<file path="src/rtl/vdp_pkg.sv">
// Shared constants for the VDP CPU port: FSM encoding, port selects and status bit layout.
package vdp_pkg;

    typedef enum logic [1:0] {
        ST_IDLE = 2'd0,
        ST_WR   = 2'd1,
        ST_PF   = 2'd2
    } vdp_state_e;

    localparam logic PORT_DATA = 1'b0;
    localparam logic PORT_CTRL = 1'b1;

    localparam int STAT_F  = 7;
    localparam int STAT_5S = 6;
    localparam int STAT_C  = 5;

    // Reported in the low status bits while no fifth-sprite event is latched.
    localparam logic [4:0] FIFTH_NONE = 5'h1F;

endpackage

</file>
<file path="src/rtl/vdp_status.sv">
// Sticky frame-interrupt, collision and fifth-sprite flags with fifth-number latch.
module vdp_status
    import vdp_pkg::*;
(
    input  logic       clk,
    input  logic       reset_n,
    input  logic       int_set,
    input  logic       coll_set,
    input  logic       fifth_set,
    input  logic [4:0] fifth_num,
    input  logic       clr,
    output logic [7:0] status,
    output logic       f_flag
);

    logic       c_flag;
    logic       s5_flag;
    logic [4:0] num_q;

    // Set pulses are applied after the clear so a coincident event is not lost.
    always_ff @(posedge clk or negedge reset_n) begin
        if (!reset_n) begin
            f_flag  <= 1'b0;
            c_flag  <= 1'b0;
            s5_flag <= 1'b0;
            num_q   <= 5'd0;
        end else begin
            if (clr) begin
                f_flag  <= 1'b0;
                c_flag  <= 1'b0;
                s5_flag <= 1'b0;
            end
            if (int_set)  f_flag <= 1'b1;
            if (coll_set) c_flag <= 1'b1;
            if (fifth_set) begin
                s5_flag <= 1'b1;
                num_q   <= fifth_num;
            end
        end
    end

    always_comb begin
        status          = 8'h00;
        status[STAT_F]  = f_flag;
        status[STAT_5S] = s5_flag;
        status[STAT_C]  = c_flag;
        status[4:0]     = s5_flag ? num_q : FIFTH_NONE;
    end

endmodule

</file>
<file path="src/rtl/vdp_cpu_port.sv">
// CPU-side VDP port: control/data port decode, register file, VRAM request FSM with one pending slot.
module vdp_cpu_port
    import vdp_pkg::*;
#(
    parameter int ADDR_W = 14
) (
    input  logic              clk,
    input  logic              reset_n,
    input  logic              cpu_ce,
    input  logic              io_wr,
    input  logic              io_rd,
    input  logic              mode_ctrl,
    input  logic [7:0]        cpu_din,
    output logic [7:0]        cpu_dout,
    output logic [ADDR_W-1:0] vram_addr,
    output logic [7:0]        vram_wdata,
    output logic              vram_we,
    output logic              vram_re,
    input  logic              vram_ack,
    input  logic [7:0]        vram_rdata,
    output logic [63:0]       regs,
    input  logic              int_set,
    input  logic              coll_set,
    input  logic              fifth_set,
    input  logic [4:0]        fifth_num,
    output logic              n_int,
    output logic              busy,
    output logic              overrun,
    output logic [1:0]        fsm_state
);

    vdp_state_e        state;
    vdp_state_e        pend_op;
    logic              pend_valid;
    logic [ADDR_W-1:0] pend_addr;
    logic [7:0]        pend_wdata;
    logic [ADDR_W-1:0] addr;
    logic [7:0]        rd_buf;
    logic [7:0]        first_byte;
    logic              latch;
    logic              prev_wr, prev_rd, rd_port;
    logic [7:0]        status;
    logic              f_flag;

    // Accesses act on the cpu_ce where the strobe level first differs from the previous cpu_ce.
    logic wr_start, rd_start, rd_end, stat_clr;
    assign wr_start = cpu_ce & io_wr & ~prev_wr;
    assign rd_start = cpu_ce & io_rd & ~prev_rd;
    assign rd_end   = cpu_ce & ~io_rd & prev_rd;
    assign stat_clr = rd_end & (rd_port == PORT_CTRL);

    logic [13:0]       ctrl_full;
    logic [ADDR_W-1:0] ctrl_addr;
    assign ctrl_full = {cpu_din[5:0], first_byte};
    assign ctrl_addr = ADDR_W'(ctrl_full);

    logic              req_valid, addr_load, addr_inc, data_wr;
    vdp_state_e        req_op;
    logic [ADDR_W-1:0] req_addr;
    logic [7:0]        req_wdata;

    always_comb begin
        req_valid = 1'b0;
        req_op    = ST_IDLE;
        req_addr  = '0;
        req_wdata = 8'h00;
        addr_load = 1'b0;
        addr_inc  = 1'b0;
        data_wr   = 1'b0;
        if (wr_start && mode_ctrl == PORT_CTRL) begin
            if (latch && !cpu_din[7]) begin
                addr_load = 1'b1;
                if (!cpu_din[6]) begin
                    req_valid = 1'b1;
                    req_op    = ST_PF;
                    req_addr  = ctrl_addr;
                end
            end
        end else if (wr_start) begin
            req_valid = 1'b1;
            req_op    = ST_WR;
            req_addr  = addr;
            req_wdata = cpu_din;
            addr_inc  = 1'b1;
            data_wr   = 1'b1;
        end else if (rd_end && rd_port == PORT_DATA) begin
            req_valid = 1'b1;
            req_op    = ST_PF;
            req_addr  = addr + ADDR_W'(1);
            addr_inc  = 1'b1;
        end
    end

    // The pending slot frees on the same IDLE cycle it issues, so it can accept a new entry then.
    logic idle, direct, to_pend, drop;
    assign idle    = (state == ST_IDLE);
    assign direct  = req_valid & idle & ~pend_valid;
    assign to_pend = req_valid & ~direct & (~pend_valid | idle);
    assign drop    = req_valid & ~direct & ~to_pend;

    always_ff @(posedge clk or negedge reset_n) begin
        if (!reset_n) begin
            state      <= ST_IDLE;
            pend_valid <= 1'b0;
            pend_op    <= ST_IDLE;
            pend_addr  <= '0;
            pend_wdata <= 8'h00;
            vram_addr  <= '0;
            vram_wdata <= 8'h00;
            addr       <= '0;
            rd_buf     <= 8'h00;
            first_byte <= 8'h00;
            latch      <= 1'b0;
            regs       <= 64'd0;
            prev_wr    <= 1'b0;
            prev_rd    <= 1'b0;
            rd_port    <= PORT_DATA;
            overrun    <= 1'b0;
            cpu_dout   <= FIFTH_NONE;
        end else begin
            if (cpu_ce) begin
                prev_wr <= io_wr;
                prev_rd <= io_rd;
            end
            if (rd_start) rd_port <= mode_ctrl;

            if (wr_start && mode_ctrl == PORT_CTRL) begin
                if (!latch) begin
                    first_byte <= cpu_din;
                    latch      <= 1'b1;
                end else begin
                    latch <= 1'b0;
                    if (cpu_din[7]) regs[{cpu_din[2:0], 3'b000} +: 8] <= first_byte;
                end
            end else if (wr_start || rd_start) begin
                latch <= 1'b0;
            end

            if (addr_load)             addr <= ctrl_addr;
            else if (addr_inc && !drop) addr <= addr + ADDR_W'(1);

            case (state)
                ST_WR, ST_PF: begin
                    if (vram_ack) begin
                        if (state == ST_PF) rd_buf <= vram_rdata;
                        state <= ST_IDLE;
                    end
                end
                default: begin
                    if (pend_valid) begin
                        state      <= pend_op;
                        vram_addr  <= pend_addr;
                        vram_wdata <= pend_wdata;
                        pend_valid <= 1'b0;
                    end else if (direct) begin
                        state      <= req_op;
                        vram_addr  <= req_addr;
                        vram_wdata <= req_wdata;
                    end
                end
            endcase

            if (to_pend) begin
                pend_valid <= 1'b1;
                pend_op    <= req_op;
                pend_addr  <= req_addr;
                pend_wdata <= req_wdata;
            end

            // A CPU write is newer than any prefetch completing in the same cycle.
            if (data_wr && !drop) rd_buf <= cpu_din;

            overrun  <= drop;
            cpu_dout <= (mode_ctrl == PORT_CTRL) ? status : rd_buf;
        end
    end

    assign vram_we   = (state == ST_WR);
    assign vram_re   = (state == ST_PF);
    assign busy      = ~idle | pend_valid;
    assign n_int     = ~(f_flag & regs[13]);
    assign fsm_state = state;

    vdp_status u_status (
        .clk       (clk),
        .reset_n   (reset_n),
        .int_set   (int_set),
        .coll_set  (coll_set),
        .fifth_set (fifth_set),
        .fifth_num (fifth_num),
        .clr       (stat_clr),
        .status    (status),
        .f_flag    (f_flag)
    );

endmodule

</file>
<file path="config.mk">
export PLATFORM = sky130hd
export DESIGN_NAME = vdp_cpu_port
export DESIGN_NICKNAME = d
export VERILOG_FILES = /design/src/rtl/vdp_pkg.sv /design/src/rtl/vdp_status.sv /design/src/rtl/vdp_cpu_port.sv
export SDC_FILE = /design/constraint.sdc
export NUM_CORES = 1
export LEC_CHECK = 0
export CAP_MARGIN = 20
export CORE_ASPECT_RATIO = 0.5
export CORE_MARGIN = 5
export CORE_UTILIZATION = 30
export CTS_CLUSTER_DIAMETER = 50
export DETAILED_ROUTE_END_ITERATION = 16
export GPL_ROUTABILITY_DRIVEN = 0
export RECOVER_POWER = 25
export SLEW_MARGIN = 20
export SYNTH_ARGS = -nofsm -noshare
export SYNTH_HDL_FRONTEND = slang
export SYNTH_SLANG_ARGS = --single-unit
</file>
<file path="constraint.sdc">
create_clock -name clk -period 2.95 [get_ports clk]
set_clock_uncertainty 0.15 [all_clocks]
set_input_delay 0.59 -clock clk [delete_from_list [all_inputs] [get_ports clk]]
set_output_delay 0.59 -clock clk [all_outputs]
set_load 0.01 [all_outputs]
</file>
## Yosys cells after proc, flatten, opt, wreduce, memory -nomap -nowiden

Cells that the tools add are included.

| operators by class | value |
|---|---|
| add/sub/neg operators | 2 |
| equal/unequal tests | 4 |
| shift operators | 2 |
| multiplexer cells | 48 |
| bitwise gates (word level) | 26 |
| reductions and logical operators | 25 |

Operator list:

| operator | number |
|---|---|
| 14-bit two-way mux | 9 |
| 8-bit two-way mux | 9 |
| 64-bit bitwise mux | 1 |
| 8-bit by 8-bit variable shift with 64-bit output (first input constant) | 1 |
| 8-bit by 8-bit indexed part select with 64-bit output | 1 |
| 1-bit two-way mux | 19 |
| 2-bit two-way mux | 9 |
| 2-bit nonzero test | 9 |
| 14-bit by 1-bit adder with 14-bit output (second input constant) | 1 |
| 1-bit AND | 13 |
| 1-bit NOT | 11 |
| 6-bit negation with 8-bit output | 1 |
| 2-bit AND reduction | 3 |
| 3-bit AND reduction | 2 |
| 1-bit logical AND | 5 |
| 5-bit two-way mux | 1 |
| 2-bit != test (second input constant) | 2 |
| 3-bit nonzero test | 1 |
| 2-bit by 1-bit equality test with 1-bit output (second input constant) | 1 |
| 2-bit equality test (second input constant) | 1 |
| 1-bit logical NOT | 2 |
| 2-bit logical NOT | 1 |
| 1-bit bitwise OR | 2 |
| 2-bit OR reduction | 1 |
| 1-bit logical OR | 1 |

| word-level totals | value |
|---|---|
| register bits after elaboration | 164 |
| input port bits | 31 |
| output and inout bits | 101 |
| word-level logic and storage cells | 128 |

## Logic depth before layout (Yosys ltp)

| logic depth | value |
|---|---|
| word-level depth | 18 |
| mapped depth | 10 |

## Hierarchy

Synthesis repeated with hierarchy kept, for this count alone.

| unflattened totals | value |
|---|---|
| cells, all modules | 703 |
| area, all modules | 7559.8 um2 |

Modules (own cells, without submodules):

| module | times used | cells an instance | area an instance (um2) | seq. area each (um2) |
|---|---|---|---|---|
| vdp_cpu_port | 1 | 677 | 7191.9 | 3910.0 |
| vdp_status | 1 | 26 | 367.9 | 200.2 |

## Worst setup path before layout

Ideal clock, no wire load.

| timing | value |
|---|---|
| kind | input port to flip-flop |
| start | input cpu_din[0] |
| end | register regs[0] |
| arrival time | 2107 ps |
| required time | 2675 ps |
| path slack | 569 ps |
| stages on the path | 8 |
| buffers on the path | 1 |
| cell sequence | inv_1 > ha_1 > ha_1 > clkbuf_1 > nor2_1 > nand4_1 > nor2_2 > mux2_2 |

| on the way | value |
|---|---|
| cells in the longest elaborated chain, start to end | 3 |
| elaborated cells on any way between the ends | 4 |
| those cells by class | 1 x add/sub; 2 x shift; 1 x mux |

Ends and longest elaborated chain:

| what | line | text |
|---|---|---|
| start, declared | vdp_cpu_port.sv:13 | `input logic [7:0] cpu_din,` |
| 6-bit negation with 8-bit output (*) | vdp_cpu_port.sv:133 | `if (cpu_din[7]) regs[{cpu_din[2:0], 3'b000} +: 8] <= first_byte;` |
| 8-bit by 8-bit indexed part select with 64-bit output or 8-bit by 8-bit variable shift with 64-bit output (tied branches) | vdp_cpu_port.sv:133 |  |
| 64-bit bitwise mux (*) | vdp_cpu_port.sv:133 |  |
| end signal, assigned by index | vdp_cpu_port.sv:133 |  |
| end, declared | vdp_cpu_port.sv:21 | `output logic [63:0] regs,` |

Mark *: on every way between the ends. The rest lies on a longest branch, timed or not.
A chain may end at the register's enable or synchronous reset.

## Worst setup path after layout

| timing | value |
|---|---|
| start | input io_rd |
| end | register vram_addr[3] |

| on the way | value |
|---|---|
| cells in the longest elaborated chain, start to end | 11 |
| elaborated cells on any way between the ends | 16 |
| those cells by class | 8 x mux; 5 x bitwise; 3 x reduce/logical |

Ends and longest elaborated chain:

| what | line | text |
|---|---|---|
| start, declared | vdp_cpu_port.sv:11 | `input logic io_rd,` |
| 1-bit NOT (*) | vdp_cpu_port.sv:49 | `assign rd_end = cpu_ce & ~io_rd & prev_rd;` |
| 1-bit AND (*) (2 in series) | vdp_cpu_port.sv:49 |  |
| 1-bit logical AND (*) | vdp_cpu_port.sv:86 | `end else if (rd_end && rd_port == PORT_DATA) begin` |
| 1-bit two-way mux | vdp_cpu_port.sv:86 |  |
| 1-bit two-way mux | vdp_cpu_port.sv:79 | `end else if (wr_start) begin` |
| 1-bit two-way mux | vdp_cpu_port.sv:70 | `if (wr_start && mode_ctrl == PORT_CTRL) begin` |
| 1-bit AND (2 in series) | vdp_cpu_port.sv:97 | `assign direct = req_valid & idle & ~pend_valid;` |
| 2-bit nonzero test (no source line) | -- |  |
| 2-bit AND reduction (no source line) | -- |  |
| end signal, assigned | vdp_cpu_port.sv:152 | `vram_addr <= pend_addr;` |
| end signal, assigned | vdp_cpu_port.sv:157 | `vram_addr <= req_addr;` |
| end, declared | vdp_cpu_port.sv:15 | `output logic [ADDR_W-1:0] vram_addr,` |

Mark *: on every way between the ends. The rest lies on a longest branch, timed or not. The select of a mux whose other input is x is not followed.

==> results.tsv <==
stage	metric	value	unit
outcome	status	complete, no violations	
clock_network	clkLatencyLatePin	430	ps
worst_setup_path	critPathBufInv	2	
worst_setup_path	crit_arrival	2890	ps
worst_setup_path	crit_path_top_delay_cell	nor3_2	
worst_setup_path	reg2reg_setup_slack	410	ps
power	power	6.20	mW
finish	nets	851	
flow_run	cap_viol_max_count	0	
synth	yosysUniqueCellTypes	60	
worst_setup_path	required	3170	ps
worst_setup_path	crit_chain	clkdlybuf4s50_1 > nand3b_1 > nor3_2 > a222oi_1 > buf_4 > a211oi_1 > a21o_1	
grt	antenna_found_initial	0	
synth	synth_nets	686	
synth	synth_edf_count	0	
synth	syn_inst	649	
synth	syn_area	0.00741	mm²
finish	syn_to_final_growth	35.3	%
floorplan	dieArea	0.0281	mm²
placement	dp.cells	1130	
sta	rsz0062_at_grt	no	
power	power.density	619	mW/mm²
worst_setup_path	cp_top_family	simple AND/OR/NAND/NOR gates	
sta	fin_crit	2680	ps
clock_network	cts_sinks	164	
clock_network	root_buffer	clkbuf_16	
worst_setup_path	rr_startpoint	addr[1]$_DFFE_PN0P_	
floorplan	core	0.0241	mm²
synth	synth_top_family_by_area	multiplexers	
finish	fin_cells	1163	
clock_network	post_cts_resized	0	
hold_path	whs_endpoint	pend_addr[0]$_DFFE_PN0P_	
sta	fmax	374	MHz
synth	synthFlopType	dfrtp_1	
hold_path	worstHoldStart	pend_addr[0]$_DFFE_PN0P_	
power	ir_drop	428	µV
sta	hold_violations	0	
drt	wirelength	21100	µm
placement	io_buffers	131	
worst_setup_path	cp_max_fo	11	
worst_setup_path	endpoint_kind	register	
finish	final_cell_mix	dfrtp_1 (159), clkdlybuf4s50_1 (128), mux2_2 (82)	
grt	grt_pass1_wl	33600	µm
floorplan	die_x	232	µm
worst_setup_path	critPathKind	in2reg	
sta	finalSetupViolCount	0	
floorplan	initial_utilization	30.7	%
floorplan	num_rows	40	
finish	final_util	41.6	%
grt	grt_pass1_vias	5820	
synth	synth-seq-cells	164	
synth	yosysWarnings	0	
finish	final_common_cell	dfrtp_1	
drt	drc	0	
sta	drv_slew	0	
finish	diodes	0	
synth	synthMuxAreaShare	13.7	%
floorplan	die_h	121	µm
sta	tightest_slew	1390	ps
clock_network	clockBufferDepth	2	
grt	grt_usage	15.3	%
clock_network	cts_tree	done	
synth	syn_area_per_cell	11.4	µm²
worst_setup_path	r2r_end	vram_addr[12]$_DFFE_PN0P_	
sta	fin_crit_sh	90.7	%
hold_path	holdCritPathClass	reg2reg	
synth	synth_adder_area_share	1.01	%
finish	drive_gt1_share	22.1	%
synth	synth-compound-area-share	13.3	%
drt	via_per_inst	4.89	
synth	synth-simple-area-share	12.6	%
clock_network	htreeDepth	4	
drt	dr.first_iter.drc_count	411	
clock_network	clkTransAtPathRegs	70	ps
drt	wl_per_cell	18.2	µm
drt	firstDrtPassIters	5	
worst_setup_path	slowest_delay	830	ps
worst_setup_path	r2r_cells	6	
placement	dpl.hpwl	15500	µm
clock_network	cts-buffers-inserted	17	
grt	grt_max_degree	54	
synth	synth_xor_xnor_area_share	0.709	%
floorplan	top_level_ports	132	
worst_setup_path	crit_cells	7	
synth	async_flop_share	100	%
sta	setup_tns	0	ps
finish	final_area	0.0100	mm²
drt	num_vias	5692	
power	leakage	4.45	nW
sta	slew_headroom	7.22	%
worst_setup_path	setup.worst_path.start_class	input pin	
drt	postRouteAntennaNets	0	
hold_path	holdPathStages	2	
grt	gr-total-overflow	0	
synth	synth-seq-area-share	55.5	%
placement	place_area	0.00944	mm²
==> final cells by class <==
cell class              count  area, µm²
repair buffers            183       1760
inverters                  12       45.0
flip-flops and latches    164       4110
multi-input cells         436       3090
well taps                 336        420
clock buffers              17        425
fillers                  2354      14100
clock inverters            15        173
==> worst max path at each step <==
stage / from / to / slack, ps
after CTS: io_rd / vram_addr[3]$_DFFE_PN0P_ / 310
final: io_rd / vram_addr[3]$_DFFE_PN0P_ / 270
after global routing: mode_ctrl / rd_buf[6]$_DFFE_PN0P_ / 190
after detailed placement: io_rd / vram_addr[3]$_DFFE_PN0P_ / -140
after floorplan: cpu_din[0] / regs[0]$_DFFE_PN0P_ / 570
after global placement: io_rd / vram_addr[1]$_DFFE_PN0P_ / -120
==> report_power, final <==
part	leakage, nW	internal, mW	switching (mW)
registers	2.18	2.50	0.299
clock network	0.288	1.27	0.995
logic	1.99	0.552	0.586
total	4.45	4.32	1.88
==> sequential cells by signal, summed over array words and instances (netlist names), 2 cells and up <==
| name | flops |
|---|---|
| regs | 64 |
| first_byte | 8 |
| pend_wdata | 8 |
| vram_addr | 14 |
| fsm_state | 2 |
| rd_buf | 8 |
| pend_op | 2 |
| pend_addr | 14 |
| cpu_dout | 8 |
| vram_wdata | 8 |
| u_status.num_q | 5 |
| addr | 14 |
==> cells by family after synthesis <==
logic type | count (synthesis)
flip-flops | 164
multiplexers | 91
buffers and inverters | 49
AO/OA/AOI/OAI | 146
AND/OR/NAND/NOR | 187
XOR/XNOR | 6
adder cells (fa/ha/maj) | 6
==> routing by layer <==
layer	up-vias	GRT usage [%]	share of wire, %
met1	2820	19.9	45
met4	0	6.16	2.4
li1	2682	-	-
met5	-	0	0
met2	157	24.9	48
met3	33	3.62	4.9
==> synth_stat cells, drive strengths merged, types with 6 or more instances <==
| cell | number | area [µm²] |
|---|---|---|
| dfrtp | 159 | 3980 |
| mux2i | 9 | 90.1 |
| nand3 | 11 | 55.1 |
| or4 | 6 | 48.8 |
| inv | 12 | 45.0 |
| a221o | 12 | 120 |
| clkbuf | 13 | 48.8 |
| mux2 | 82 | 923 |
| and2 | 8 | 50.1 |
| o21ai | 47 | 235 |
| nor3 | 14 | 85.1 |
| a222oi | 7 | 70.1 |
| a21oi | 28 | 140 |
| o31ai | 10 | 80.1 |
| a21o | 13 | 97.6 |
| nor2 | 47 | 179 |
| buf | 24 | 143 |
| nand2 | 68 | 263 |
| ha | 6 | 75.1 |
==> timing repair <==
| action | 4_1_cts | 5_1_grt |
|---|---|---|
| hold buffers | 1 | 0 |
| endpoints found under the hold margin | 45 | 0 |
| buffers inserted | 0 | 0 |
==> metrics by stage <==
step	setup slack, ps	hold WS [ps]
2_1_floorplan	569	144
3_3_place_gp	-124	299
3_5_place_dp	-145	308
4_1_cts	306	323
5_1_grt	191	352
6_report	274	322
==> worst register-to-register path, cell delays in order, from the launching register on <==
cell	delay (ps)
dfrtp_1	440
ha_1	320
nand3_1	300
or4_1	610
a21oi_1	220
nor3_1	120
o31ai_1	280
Power figures use the tool's default switching activity.
